$ cat config.mk
export PLATFORM = sky130hd
export DESIGN_NAME = mul_div_unit
export DESIGN_NICKNAME = d
export VERILOG_FILES = /design/src/rtl/mdu_pkg.sv /design/src/rtl/mul_div_unit.sv
export SDC_FILE = /design/constraint.sdc
export NUM_CORES = 1
export LEC_CHECK = 0
export BUFFER_PORTS_ARGS = -buffer_cell sky130_fd_sc_hd__buf_4
export CORE_MARGIN = 3
export CORE_UTILIZATION = 40
export DETAILED_ROUTE_END_ITERATION = 10
export RECOVER_POWER = 50
export SETUP_SLACK_MARGIN = 0.02
export SLEW_MARGIN = 20
export SYNTH_ARGS = -nofsm -noshare
export SYNTH_HDL_FRONTEND = slang
export SYNTH_SLANG_ARGS = --single-unit
$ cat constraint.sdc
create_clock -name clk -period 12.95 [get_ports clk]
set_input_delay 1.295 -clock clk [delete_from_list [all_inputs] [get_ports clk]]
set_output_delay 1.295 -clock clk [all_outputs]
set_load 0.005 [all_outputs]
$ cat src/rtl/mdu_pkg.sv
// rtl/mdu_pkg.sv - op and FSM encodings shared by the multiply/divide unit
package mdu_pkg;

   typedef enum logic [1:0] {
      OP_MULTU = 2'b00,
      OP_MULT  = 2'b01,
      OP_DIVU  = 2'b10,
      OP_DIV   = 2'b11
   } op_t;

   typedef enum logic [1:0] {
      ST_IDLE = 2'b00,
      ST_MUL  = 2'b01,
      ST_DIV  = 2'b10,
      ST_FIN  = 2'b11
   } state_t;

   function automatic logic op_is_div(input logic [1:0] o);
      return (o == OP_DIVU) || (o == OP_DIV);
   endfunction

   function automatic logic op_is_signed(input logic [1:0] o);
      return (o == OP_MULT) || (o == OP_DIV);
   endfunction

endpackage

$ cat src/rtl/mul_div_unit.sv
// rtl/mul_div_unit.sv - iterative MIPS-style HI/LO multiply/divide unit
// One shift-add or restoring subtract-shift step per cycle; HI/LO update on entry to FIN.
module mul_div_unit
   import mdu_pkg::*;
#(
   parameter int WIDTH = 32
) (
   input  logic             clk,
   input  logic             rst_n,
   input  logic             start,
   input  logic [1:0]       op,
   input  logic [WIDTH-1:0] rs_val,
   input  logic [WIDTH-1:0] rt_val,
   input  logic             mthi,
   input  logic             mtlo,
   input  logic [WIDTH-1:0] wdata,
   output logic             busy,
   output logic             done,
   output logic             div_by_zero,
   output logic [WIDTH-1:0] hi,
   output logic [WIDTH-1:0] lo
);

   state_t           state, state_nxt;
   logic [WIDTH-1:0] acc_hi, acc_lo, opnd_b, count;
   logic             neg_main, neg_rem, dbz;
   logic             is_div, is_signed, zero_div, last;
   logic [WIDTH-1:0] rs_mag, rt_mag;
   logic [WIDTH:0]   mul_sum, div_shift, div_diff;
   logic [WIDTH-1:0] step_hi, step_lo, fin_hi, fin_lo;

   always_comb begin
      is_div    = op_is_div(op);
      is_signed = op_is_signed(op);
      zero_div  = is_div && (rt_val == '0);
      rs_mag    = (is_signed && rs_val[WIDTH-1]) ? -rs_val : rs_val;
      rt_mag    = (is_signed && rt_val[WIDTH-1]) ? -rt_val : rt_val;
      last      = (count == WIDTH'(WIDTH - 1));
   end

   // acc_hi is the partial product / remainder, acc_lo the multiplier / quotient shifter
   always_comb begin
      mul_sum   = {1'b0, acc_hi} + (acc_lo[0] ? {1'b0, opnd_b} : '0);
      div_shift = {acc_hi, acc_lo[WIDTH-1]};
      div_diff  = div_shift - {1'b0, opnd_b};
      step_hi   = mul_sum[WIDTH:1];
      step_lo   = {mul_sum[0], acc_lo[WIDTH-1:1]};
      fin_hi    = '0;
      fin_lo    = '0;
      if (state == ST_DIV) begin
         if (!div_diff[WIDTH]) begin
            step_hi = div_diff[WIDTH-1:0];
            step_lo = {acc_lo[WIDTH-2:0], 1'b1};
         end else begin
            step_hi = div_shift[WIDTH-1:0];
            step_lo = {acc_lo[WIDTH-2:0], 1'b0};
         end
         fin_lo = neg_main ? -step_lo : step_lo;
         fin_hi = neg_rem  ? -step_hi : step_hi;
      end else begin
         {fin_hi, fin_lo} = neg_main ? -{step_hi, step_lo} : {step_hi, step_lo};
      end
   end

   always_ff @(posedge clk or negedge rst_n) begin
      if (!rst_n) state <= ST_IDLE;
      else        state <= state_nxt;
   end

   always_comb begin
      state_nxt   = state;
      busy        = 1'b0;
      done        = 1'b0;
      div_by_zero = 1'b0;
      case (state)
         ST_IDLE: begin
            if (start) begin
               if (!is_div)       state_nxt = ST_MUL;
               else if (zero_div) state_nxt = ST_FIN;
               else               state_nxt = ST_DIV;
            end
         end
         ST_MUL, ST_DIV: begin
            busy = 1'b1;
            if (last) state_nxt = ST_FIN;
         end
         default: begin
            done        = 1'b1;
            div_by_zero = dbz;
            state_nxt   = ST_IDLE;
         end
      endcase
   end

   always_ff @(posedge clk or negedge rst_n) begin
      if (!rst_n) begin
         hi       <= '0;
         lo       <= '0;
         acc_hi   <= '0;
         acc_lo   <= '0;
         opnd_b   <= '0;
         count    <= '0;
         neg_main <= 1'b0;
         neg_rem  <= 1'b0;
         dbz      <= 1'b0;
      end else begin
         case (state)
            ST_IDLE: begin
               if (start) begin
                  acc_hi   <= '0;
                  acc_lo   <= is_div ? rs_mag : rt_mag;
                  opnd_b   <= is_div ? rt_mag : rs_mag;
                  count    <= '0;
                  neg_main <= is_signed && (rs_val[WIDTH-1] ^ rt_val[WIDTH-1]);
                  neg_rem  <= is_signed && rs_val[WIDTH-1];
                  dbz      <= zero_div;
                  if (zero_div) begin
                     hi <= rs_val;
                     lo <= '1;
                  end
               end else begin
                  if (mthi) hi <= wdata;
                  if (mtlo) lo <= wdata;
               end
            end
            ST_MUL, ST_DIV: begin
               acc_hi <= step_hi;
               acc_lo <= step_lo;
               if (last) begin
                  count <= '0;
                  hi    <= fin_hi;
                  lo    <= fin_lo;
               end else begin
                  count <= count + WIDTH'(1);
               end
            end
            default: dbz <= 1'b0;
         endcase
      end
   end

endmodule

* Word-level counts from Yosys, hierarchy flattened *
Cells that the tools add are included.

operators by class
  add/sub/neg operators = 8
  equal/unequal tests = 11
  mux-type cells = 42
  bitwise logic cells = 2
  reductions and logical operators = 17

operators with widths
  cell                                             count
  two-way mux 32 bit                               25
  one-hot mux 32 bit (2 select lines)              5
  negation 32 bit                                  4
  two-way mux 64 bit                               1
  negation 64 bit                                  1
  adder 32 x 32 -> 33 bit                          1
  subtractor 33 x 32 -> 33 bit                     1
  adder 32 x 1 -> 32 bit (second input constant)   1
  == test 32 x 5 -> 1 bit (second input constant)  1
  zero test 32 bit                                 1
  inequality test 3 bit (second input constant)    3
  AND reduction 2 bit                              4
  AND reduction 4 bit                              2
  == test 2 bit (second input constant)            3
  two-way mux 1 bit                                6
  two-way mux 2 bit                                3
  == test 2 x 1 -> 1 bit (second input constant)   2
  logical AND 1 bit                                4
  inequality test 2 bit (second input constant)    2
  one-hot mux 2 bit (2 select lines)               1
  OR reduction 3 bit                               1
  zero test 2 bit                                  1
  logical OR 1 bit                                 2
  one-hot mux 1 bit (2 select lines)               1
  4 further kinds                                  4

storage, ports and cells
  bits in registers = 197
  bits of input ports = 103
  output and inout bits = 67
  logic and storage cells = 90

* Longest topological paths before layout *
Gate-level depths: netlist of run 1.

  depth in word-level cells = 8
  depth in mapped cells = 24
  gate-level depth less buffers = 23

* Worst setup path before layout of run 1 *
OpenSTA, ideal clock, no wires.

  path type = reg2reg
  start = reg acc_lo[31]
  end = reg hi[26]
  library setup time = 0.082 ns
  arrival time = 5.067 ns
  path slack = 7.801 ns
  cell stages (with the launch flop) = 25
  path buffers = 2
  period minus slack after synthesis = 5.149 ns
  cell sequence = dfrtp_1 -> inv_1 -> ha_1 -> inv_1 -> fa_1 -> a211oi_2 -> o31ai_4 -> o2111ai_2 -> a211oi_2 -> o21a_1 -> nor2_4 -> inv_1 -> buf_2 -> buf_2 -> a21oi_1 -> ha_1 -> inv_1 -> nor4_1 -> nor4b_1 -> and4b_1 -> a41oi_1 -> nor3_2 -> nand3_1 -> a211o_1 -> a31oi_1

between the ends
  word-level cells in the longest chain between the ends = 8
  elaborated cells between the ends (all ways) = 10
  classes of those cells = add/sub: 3; mux: 7

ends and longest elaborated chain
  element                                  RTL line             source
  start, declared                          mul_div_unit.sv:25   logic [WIDTH-1:0] acc_hi, acc_lo, opnd_b, count;
  start signal, assigned                   mul_div_unit.sv:111  acc_lo <= is_div ? rs_mag : rt_mag;
  start signal, assigned                   mul_div_unit.sv:128  acc_lo <= step_lo;
  subtractor 33 x 32 -> 33 bit             mul_div_unit.sv:45   div_diff = div_shift - {1'b0, opnd_b};
  two-way mux 32 bit                       mul_div_unit.sv:51   if (!div_diff[WIDTH]) begin
  two-way mux 32 bit                       mul_div_unit.sv:50   if (state == ST_DIV) begin
  negation 32 bit                          mul_div_unit.sv:59   fin_hi = neg_rem ? -step_hi : step_hi;
  two-way mux 32 bit                       mul_div_unit.sv:59
  two-way mux 32 bit (*)                   mul_div_unit.sv:50
  two-way mux 32 bit (*)                   mul_div_unit.sv:129  if (last) begin
  one-hot mux 32 bit (2 select lines) (*)  mul_div_unit.sv:107  case (state)
  end signal, assigned                     mul_div_unit.sv:118  hi <= rs_val;
  end signal, assigned                     mul_div_unit.sv:122  if (mthi) hi <= wdata;
  end signal, assigned                     mul_div_unit.sv:131  hi <= fin_hi;
  end, declared                            mul_div_unit.sv:20   output logic [WIDTH-1:0] hi,

Every way passes the cells marked *; elsewhere a longest branch is shown, timed or not. The select of a mux whose other input is x is not followed.
A chain may end at the register's enable or synchronous reset.

==> results of run 1 <==
## stage by stage
stage	setup slack, ns	instances	area (sq um)	power, mW	utilization (%)
after CTS	6.37	3265	21800	6.53	45.3
final	5.58	3265	21700	6.62	45.1
after detailed placement	6.43	3233	21100	5.94	44.0
after floorplan	7.80	2603	19600	4.33	-
after global routing	4.46	3265	21700	7.07	45.1
after global placement	6.63	3233	21100	5.90	44.0
## cell usage after synthesis (36+ instances only)
library cell	number	share of area, %
o21ai_0	248	6.3
dfrtp_1	197	25
a211oi_1	42	1.6
clkbuf_1	137	2.6
a21oi_1	194	5.0
mux2i_1	75	3.8
o31ai_1	53	2.0
nand3_1	42	1.1
ha_1	73	4.7
mux2_2	39	2.2
inv_1	69	1.3
xnor2_1	112	5.0
nand4_1	36	1.2
xor2_1	118	5.3
nor3_1	64	1.6
nand2_1	315	6.0
nor2_1	290	5.6
## worst min-delay path by stage
stage	startpoint	endpoint	slack (ns)	cells past startpoint
floorplan	opnd_b[10]	opnd_b[10]	0.45	2
global placement	opnd_b[18]	opnd_b[18]	0.46	2
detailed placement	opnd_b[27]	opnd_b[27]	0.47	2
CTS	opnd_b[25]	opnd_b[25]	0.49	2
global route	opnd_b[25]	opnd_b[25]	0.50	2
finish	opnd_b[5]	opnd_b[5]	0.48	2
## power breakdown
| part | switching [mW] | internal [mW] | total, mW |
|---|---|---|---|
| clock | 0.311 | 0.267 | 0.578 |
| combinational | 3.23 | 1.64 | 4.87 |
| sequential | 0.302 | 0.870 | 1.17 |
| total | 3.84 | 2.78 | 6.62 |
## final cells by class
type / count / area (sq um) / area share (%)
Sequential cell: 197 / 4930 / 22.8
Inverter: 71 / 267 / 1.23
Clock inverter: 14 / 175 / 0.809
Multi-Input combinational cell: 2157 / 13700 / 63.3
Tap cell: 615 / 769 / 3.55
Timing Repair Buffer: 193 / 1360 / 6.29
Clock buffer: 18 / 439 / 2.03
## sequential cells by signal (all words and copies together), names as in the netlist
| signal | flops |
|---|---|
| hi | 32 |
| neg_main | 1 |
| count | 32 |
| opnd_b | 32 |
| neg_rem | 1 |
| state | 2 |
| acc_hi | 32 |
| lo | 32 |
| acc_lo | 32 |
| dbz | 1 |
## layout by cell type, fill, tap and decap left out, types with 19 or more instances in the layout
master and count:
or3_1 22, o31ai_1 52, dfrtp_1 196, xor2_1 118, o21ai_0 247, o21a_1 19
nor4_1 21, mux2_2 39, nor3_1 64, a211oi_1 42, xnor2_1 112, a21oi_1 194
a31oi_1 27, nand4_1 36, mux2i_1 75, clkbuf_1 23, nor2_1 289, nand3_1 42
a22o_1 22, nand2_1 314, ha_1 71, and3_1 21, o22ai_1 19, buf_4 158
inv_1 69
## metal layers
layer  vias to the layer above  GRT usage (%)  routed length, um
li1                       9467              -                  -
met1                      9901           43.7              35800
met2                       923           47.9              36100
met3                       164           7.17               7200
met4                         2           13.6               3680
met5                         -              0                 13
## tightest hold or removal path, stage by stage, from the launching register on
cell and delay, ns:
dfrtp_1 0.35, nand2_1 0.05, o21ai_0 0.05
## logic make-up after synthesis
kind of cell               after synthesis  synth area share (%)
buffers and inverters                  249                  5.04
and+or+nand+nor                        933                  22.1
adders and majority gates               75                  4.87
DFF                                    197                  25.2
AOI/OAI and AO/OA                      805                  26.4
muxes                                  114                  6.08
xor gates and xnor gates               230                  10.3
==> reports/qor.txt, run 1 <==
initial antenna violation count - 3
PortBufs - 169
Critical Path End - acc_hi[5]
post-DR wirelength/cell - 25.4 um
RSZ-0062 raised after global routing - no
Final Critical Period - 7.37 ns
Async SR Flop Fraction - 100%
sequential share of the synthesized area - 25.2%
Max Cap Viol - 5
detail-routed via count per cell - 6.27
post-synthesis register bit count - 197
total CTS buffers - 17
relative slew slack - -193%
Post-Synthesis Cells - 2603
TritonCTS clock tree - yes
Yosys cell types - 93
power per cell area - 306 nW/um^2
vias in the first global route - 19200
First-pass DRT Iterations - 6
Die W - 227 um
CP startpoint kind - input pin
CTS H-Tree Depth - 4
Sinks on Clock Net - 197
Nets - 2815
critical path's top delay family - buffers and inverters
Buf/Inv on CP - 2
worst hold-check slack - 0.481 ns
CTS Hold Bufs - 0
Static Leak - 9.02 nW
initial DRC count - 2116
Clock transition at path regs - 0.08 ns
Worst Tran Pin Value - 4.40 ns
Yosys warnings - 0
Required @ worst endpoint - 12.54 ns
CP most frequent cell - clkbuf_1
final clock skew - 0.0146 ns
reg2reg start - acc_lo[31]
EDFF count, synth - 0
Worst IR Drop VDD - 385 uV
setup bufs post-CTS - 0
RR Endpoint - hi[26]
f_max - 136 MHz
R2R Setup Slk - 6.25 ns
Worst Hold Class - reg2reg
syn_nets - 2781
initial core utilization - 40.7%
share of layout cells above drive strength 1 - 11.6%
status - complete, but fails checks
top_reg_cell synth - dfrtp_1
Crit. Startpoint - rst_n
hpwl dp - 65500 um
maximum root-to-sink buffer count - 2
total congestion overflow - 0
first-pass GRT wire length - 123000 um
Placeable Area - 48000 sq um
fin crit share - 56.9%
# setup viols final - 0
failing checks - max-capacitance violations, max-slew violations
Routed Antenna Nets - 0
Critical Path Stages - 2
total global-route track usage - 31.7%
Crit Path Class - in2async
CP cell instances - clkbuf_1, clkbuf_1
largest net degree at the start of global routing - 87
final wirelength - 82900 um
Setup TNS - 0 ns
Fin. Hold Viols - 0
CP max stage delay - 3.24 ns
Clock Latency Late Sink - 0.51 ns
Die Y - 227 um
fin. max-slew vios - 311
crit-path max FO - 74
slowest CP cell - clkbuf_1
I/O pin count - 170
Row Count - 80
DRC - 0
n_diodes - 0
crit end category - asynchronous set/reset pin
Post-Syn Area per Cell - 7.52 sq um
Area growth syn-to-layout - 10.7%
CTS resizes - 0
cells on worst reg2reg path - 22
Mapped Area - 19600 sq um
via count - 20500
CTS root buffer - clkbuf_16
die area - 51600 sq um
fill count - 4934
worst path arrival time - 6.96 ns
GP Congestion - 1.01
Power figures use the tool's default switching activity.
==> run 2, diff against run 1 <==
==> constraint.sdc (replaced) <==
create_clock -name clk -period 7.63 [get_ports clk]
set_input_delay 0.763 -clock clk [delete_from_list [all_inputs] [get_ports clk]]
set_output_delay 0.763 -clock clk [all_outputs]
set_load 0.005 [all_outputs]
==> reports/qor.txt, run 2 (same netlist as run 1, synthesis figures left out) <==
status - complete, but fails checks
failing checks - max-capacitance violations, max-slew violations
initial DRC count - 2088
R2R Setup Slk - 1.52 ns
via count - 20500
Worst Tran Pin Value - 4.66 ns
Final Util - 44.9%
Sw Share - 58.1%
RR Endpoint - hi[26]
cells on worst reg2reg path - 22
Sinks on Clock Net - 197
PortBufs - 169
met2 Use GR - 48.0%
I/O pin count - 170
GP Congestion - 0.978
Die Y - 227 um
final wirelength - 82800 um
n_diodes - 0
Crit Path Class - reg2reg
Routed Antenna Nets - 0
CTS Hold Bufs - 0
post-DR wirelength/cell - 25.4 um
final worst slack - 1.52 ns
clock share of power - 8.5%
grt met1 use - 43.7%
detail-routed via count per cell - 6.28
Logic pwr share - 74.1%
CP cell instances - inv_1, ha_1, inv_1, fa_1, a211oi_2, o31ai_4, o2111ai_2, a211oi_2, nor3_2, nor2_4, inv_1, mux2i_1, ha_1, inv_1, nor4_1, nor4b_1, and4b_1, a41oi_1, nor3_2, nand3_1, a211o_1, a31oi_1
total CTS buffers - 17
non-filler cells, final - 3267
power per cell area - 519 nW/um^2
worst path arrival time - 6.51 ns
TritonCTS clock tree - yes
worst hold-check slack - 0.480 ns
cell count of the worst hold path - 2
GR peak layer - met2
CP most frequent cell - inv_1
fin. max-slew vios - 191
vias in the first global route - 19200
Net Switching - 6.51 mW
initial antenna violation count - 5
Placeable Area - 48000 sq um
reg2reg start - acc_lo[31]
hpwl dp - 65500 um
first-pass GRT wire length - 122000 um
Finished Cell Area - 21600 sq um
initial core utilization - 40.7%
First-pass DRT Iterations - 6
fin crit share - 80.1%
Clock transition at path regs - 0.08 ns
Nets - 2818
CP startpoint kind - flop
CTS H-Tree Depth - 4
met3 Use GR - 6.77%
Hold EP - hi[0]
power after layout - 11.2 mW
most frequent cells in the layout - 315 x nand2_1, 288 x nor2_1, 247 x o21ai_0, 196 x dfrtp_1, 194 x a21oi_1
Required @ worst endpoint - 8.03 ns
f_max - 164 MHz
Fin. Hold Viols - 0
relative slew slack - -210%
fill count - 4986
Int Pwr - 4.69 mW
RSZ-0062 raised after global routing - no
DP Cell Count - 3236
maximum root-to-sink buffer count - 2
crit-path max FO - 8
Final Critical Period - 6.11 ns
Area growth syn-to-layout - 10.3%
Static Leak - 8.96 nW
Setup TNS - 0 ns
CTS resizes - 0
Max Cap Viol - 3
Die W - 227 um
largest net degree at the start of global routing - 87
# setup viols final - 0
total global-route track usage - 31.4%
Worst IR Drop VDD - 698 uV
CP max stage delay - 0.53 ns
CTS root buffer - clkbuf_16
crit end category - flop
slowest CP cell - nor4b_1
Sequential Power Share - 17.5%
Row Count - 80
die area - 51600 sq um
setup bufs post-CTS - 0
Hold Startpoint - hi[0]
Worst Hold Class - reg2reg
worst slack at placement - 1.69 ns
leading cell type in the layout, fill and taps excluded - nand2_1
final clock skew - 0.0104 ns
Clock Latency Late Sink - 0.48 ns
total congestion overflow - 0
share of layout cells above drive strength 1 - 11.2%
DRC - 0
placed instance area - 21200 sq um
[run 2: worst max-delay path: cells and delay by family, from the launching register on]
kind	cells	cell delay (ns)
AND/OR/NAND/NOR	7	2.16
AO/OA/AOI/OAI	7	1.72
adder cells (fa/ha/maj)	3	0.88
buffers and inverters	4	0.52
flip-flops	1	0.43
multiplexers	1	0.32
[run 2: power groups by stage]
stage                     combinational (mW)  clock [mW]  sequential [mW]
after floorplan                         5.61           0             1.73
after global placement                  8.10           0             1.94
after detailed placement                8.14           0             1.97
after CTS                               8.17       0.952             1.95
after global routing                    8.92       0.992             2.01
final                                   8.30       0.947             1.96
[run 2: routing by layer]
layer | routed length (um) | vias up
li1 | - | 9436
met1 | 35900 | 10000
met2 | 36100 | 929
met3 | 7410 | 150
met4 | 3410 | 4
met5 | 27 | -
[run 2: layout make-up]
class / instances / area (sq um) / share of cell area [%]
multi-input combinational: 2157 / 13700 / 63.5
clock buffer: 18 / 439 / 2.03
clock inverter: 13 / 136 / 0.632
sequential: 197 / 4930 / 22.8
timing repair buffer: 196 / 1330 / 6.16
inverter: 71 / 267 / 1.23
tap: 615 / 769 / 3.56
[run 2: how the worst max path moves through the flow]
stage | from | to | slack, ns | cells past startpoint
floorplan | acc_lo[31] | hi[26] | 2.48 | 24
global route | rst_n | neg_main | 1.02 | 2
finish | acc_lo[31] | hi[26] | 1.52 | 22
CTS | acc_lo[31] | hi[26] | 1.65 | 22
global placement | acc_lo[31] | hi[24] | 1.83 | 22
detailed placement | acc_lo[31] | hi[26] | 1.69 | 22
==> run 3, diff against run 2 <==
==> constraint.sdc (replaced) <==
create_clock -name clk -period 5.82 [get_ports clk]
set_input_delay 0.582 -clock clk [delete_from_list [all_inputs] [get_ports clk]]
set_output_delay 0.582 -clock clk [all_outputs]
set_load 0.005 [all_outputs]
==> reports/qor.txt, run 3 (same netlist as run 1, synthesis figures left out) <==
status - complete, but fails checks
failing checks - max-capacitance violations, max-slew violations
Placeable Area - 48000 sq um
Max Cap Viol - 1
First-pass DRT Iterations - 6
Setup TNS - 0 ns
Critical Path End - hi[28]
Worst Hold Class - in2reg
PortBufs - 169
Fin. Hold Viols - 0
maximum root-to-sink buffer count - 2
final wirelength - 82200 um
critical path's top delay family - compound AO/OA/AOI/OAI gates
Nets - 2831
share of layout cells above drive strength 1 - 12.3%
Sinks on Clock Net - 197
TritonCTS clock tree - yes
vias in the first global route - 19300
# setup viols final - 0
final clock skew - 0.0167 ns
Area growth syn-to-layout - 11.5%
most frequent cells in the layout - 314 x nand2_1, 289 x nor2_1, 247 x o21ai_0, 196 x dfrtp_1, 194 x a21oi_1
R2R Setup Slk - 0.31 ns
Sequential Power Share - 17.5%
total congestion overflow - 0
CTS H-Tree Depth - 4
total CTS buffers - 17
first-pass GRT wire length - 121000 um
Row Count - 80
crit end category - flop
post-DR wirelength/cell - 25.0 um
cells on worst reg2reg path - 23
CTS root buffer - clkbuf_16
Crit Path Class - reg2reg
crit-path max FO - 6
power per cell area - 680 nW/um^2
f_max - 181 MHz
Sw Share - 57.7%
relative slew slack - -202%
non-filler cells, final - 3284
Die W - 227 um
largest net degree at the start of global routing - 112
DP Cell Count - 3248
reg2reg start - acc_lo[31]
Worst Tran Pin Value - 4.53 ns
Final Critical Period - 5.51 ns
die area - 51600 sq um
CTS Hold Bufs - 0
Die Y - 227 um
multi-input logic area - 13700 sq um
Buf/Inv on CP - 5
worst path arrival time - 5.92 ns
total global-route track usage - 31.2%
RR Endpoint - hi[28]
detail-routed via count per cell - 6.25
Clock transition at path regs - 0.09 ns
via count - 20500
GP Congestion - 0.974
cell count of the worst hold path - 3
CP most frequent cell - inv_1
Routed Antenna Nets - 0
Net Switching - 8.57 mW
Required @ worst endpoint - 6.23 ns
Critical Path Stages - 23
Clock Latency Late Sink - 0.48 ns
Sequential cell area - 4930 sq um
Int Pwr - 6.28 mW
Static Leak - 9.11 nW
CP cell instances - inv_1, ha_1, inv_1, fa_1, a211oi_2, o31ai_4, o2111ai_2, a211oi_2, o21a_1, nor2_4, inv_1, mux2i_1, ha_1, inv_1, nor4_1, nor4b_2, and4b_1, a41oi_2, nor3_2, buf_4, a31oi_1, xor2_1, o211ai_1
initial DRC count - 2320
hpwl dp - 64800 um
fin crit share - 94.7%
initial antenna violation count - 5
CP max stage delay - 0.44 ns
DRC - 0
fill count - 4879
I/O pin count - 170
RSZ-0062 raised after global routing - no
slowest CP cell - dfrtp_1
fin. max-slew vios - 87
CP startpoint kind - flop
clock share of power - 8.5%
Logic pwr share - 74.0%
initial core utilization - 40.7%
leading cell type in the layout, fill and taps excluded - nand2_1
Crit. Startpoint - acc_lo[31]
worst hold-check slack - 0.408 ns
Worst IR Drop VDD - 700 uV
==> run 3: cell count changes in the layout (fill, tap and decap cells not counted), sizes merged <==
| cell | previous run | this run |
|---|---|---|
| clkinv | 5 | 8 |
| clkinvlp | 2 | 1 |
| buf | 128 | 175 |
| clkdlybuf4s25 | 0 | 1 |
| clkbuf | 86 | 51 |
| inv | 77 | 76 |
| diode | 0 | 3 |
==> run 3: worst min-delay path by stage <==
| stage | to | slack, ns | start |
|---|---|---|---|
| 4_1_cts | lo[18] | 0.18 | rst_n |
| 6_report | neg_main | 0.41 | op[0] |
| 5_1_grt | lo[0] | 0.42 | wdata[0] |
| 3_5_place_dp | hi[1] | 0.47 | hi[1] |
| 3_3_place_gp | opnd_b[27] | 0.46 | opnd_b[27] |
| 2_1_floorplan | acc_hi[0] | 0.29 | rst_n |
==> run 3: stage by stage <==
step | power, mW | util [%] | setup slack [ns] | area [sq um]
finish | 14.9 | 45.4 | 0.306 | 21800
global route | 15.9 | 45.4 | 0.0372 | 21800
CTS | 14.6 | 45.5 | 0.248 | 21900
detailed placement | 13.3 | 44.3 | 0.298 | 21300
global placement | 13.3 | 44.3 | 0.429 | 21300
floorplan | 9.63 | - | 0.671 | 19600
==> run 3: repair_timing <==
item / CTS / global route
gates resized for setup: 0 / 2
endpoints found under the setup margin: 0 / 6
buffers inserted: 0 / 1
==> run 3: cell type report <==
type,count,area share [%]
tap,615,3.52
multi-input combinational,2157,62.9
timing repair buffer,209,6.96
sequential,197,22.6
clock inverter,14,0.808
clock buffer,18,1.97
antenna,3,0.0344
inverter,71,1.22
==> run 3: metal layers <==
layer	vias up	part of all wire, %	wire length [um]	track usage (%)
met5	-	0.046	38	0
met2	949	42	34400	45.1
met1	9916	43	35500	42.5
met3	161	10	8270	9.86
li1	9487	-	-	-
met4	6	4.8	3980	14.1
==> run 3: tightest hold or removal path: stages <==
cell	delay (ns)
buf_4	0.14
nand2_1	0.06
o21ai_0	0.06
==> run 3: power by group through the flow <==
stage               clock (mW)  sequential (mW)  combinational (mW)
floorplan                    0             2.27                7.36
detailed placement           0             2.60                10.7
global route              1.34             2.67                11.9
finish                    1.26             2.61                11.0
global placement             0             2.58                10.7
CTS                       1.28             2.58                10.8
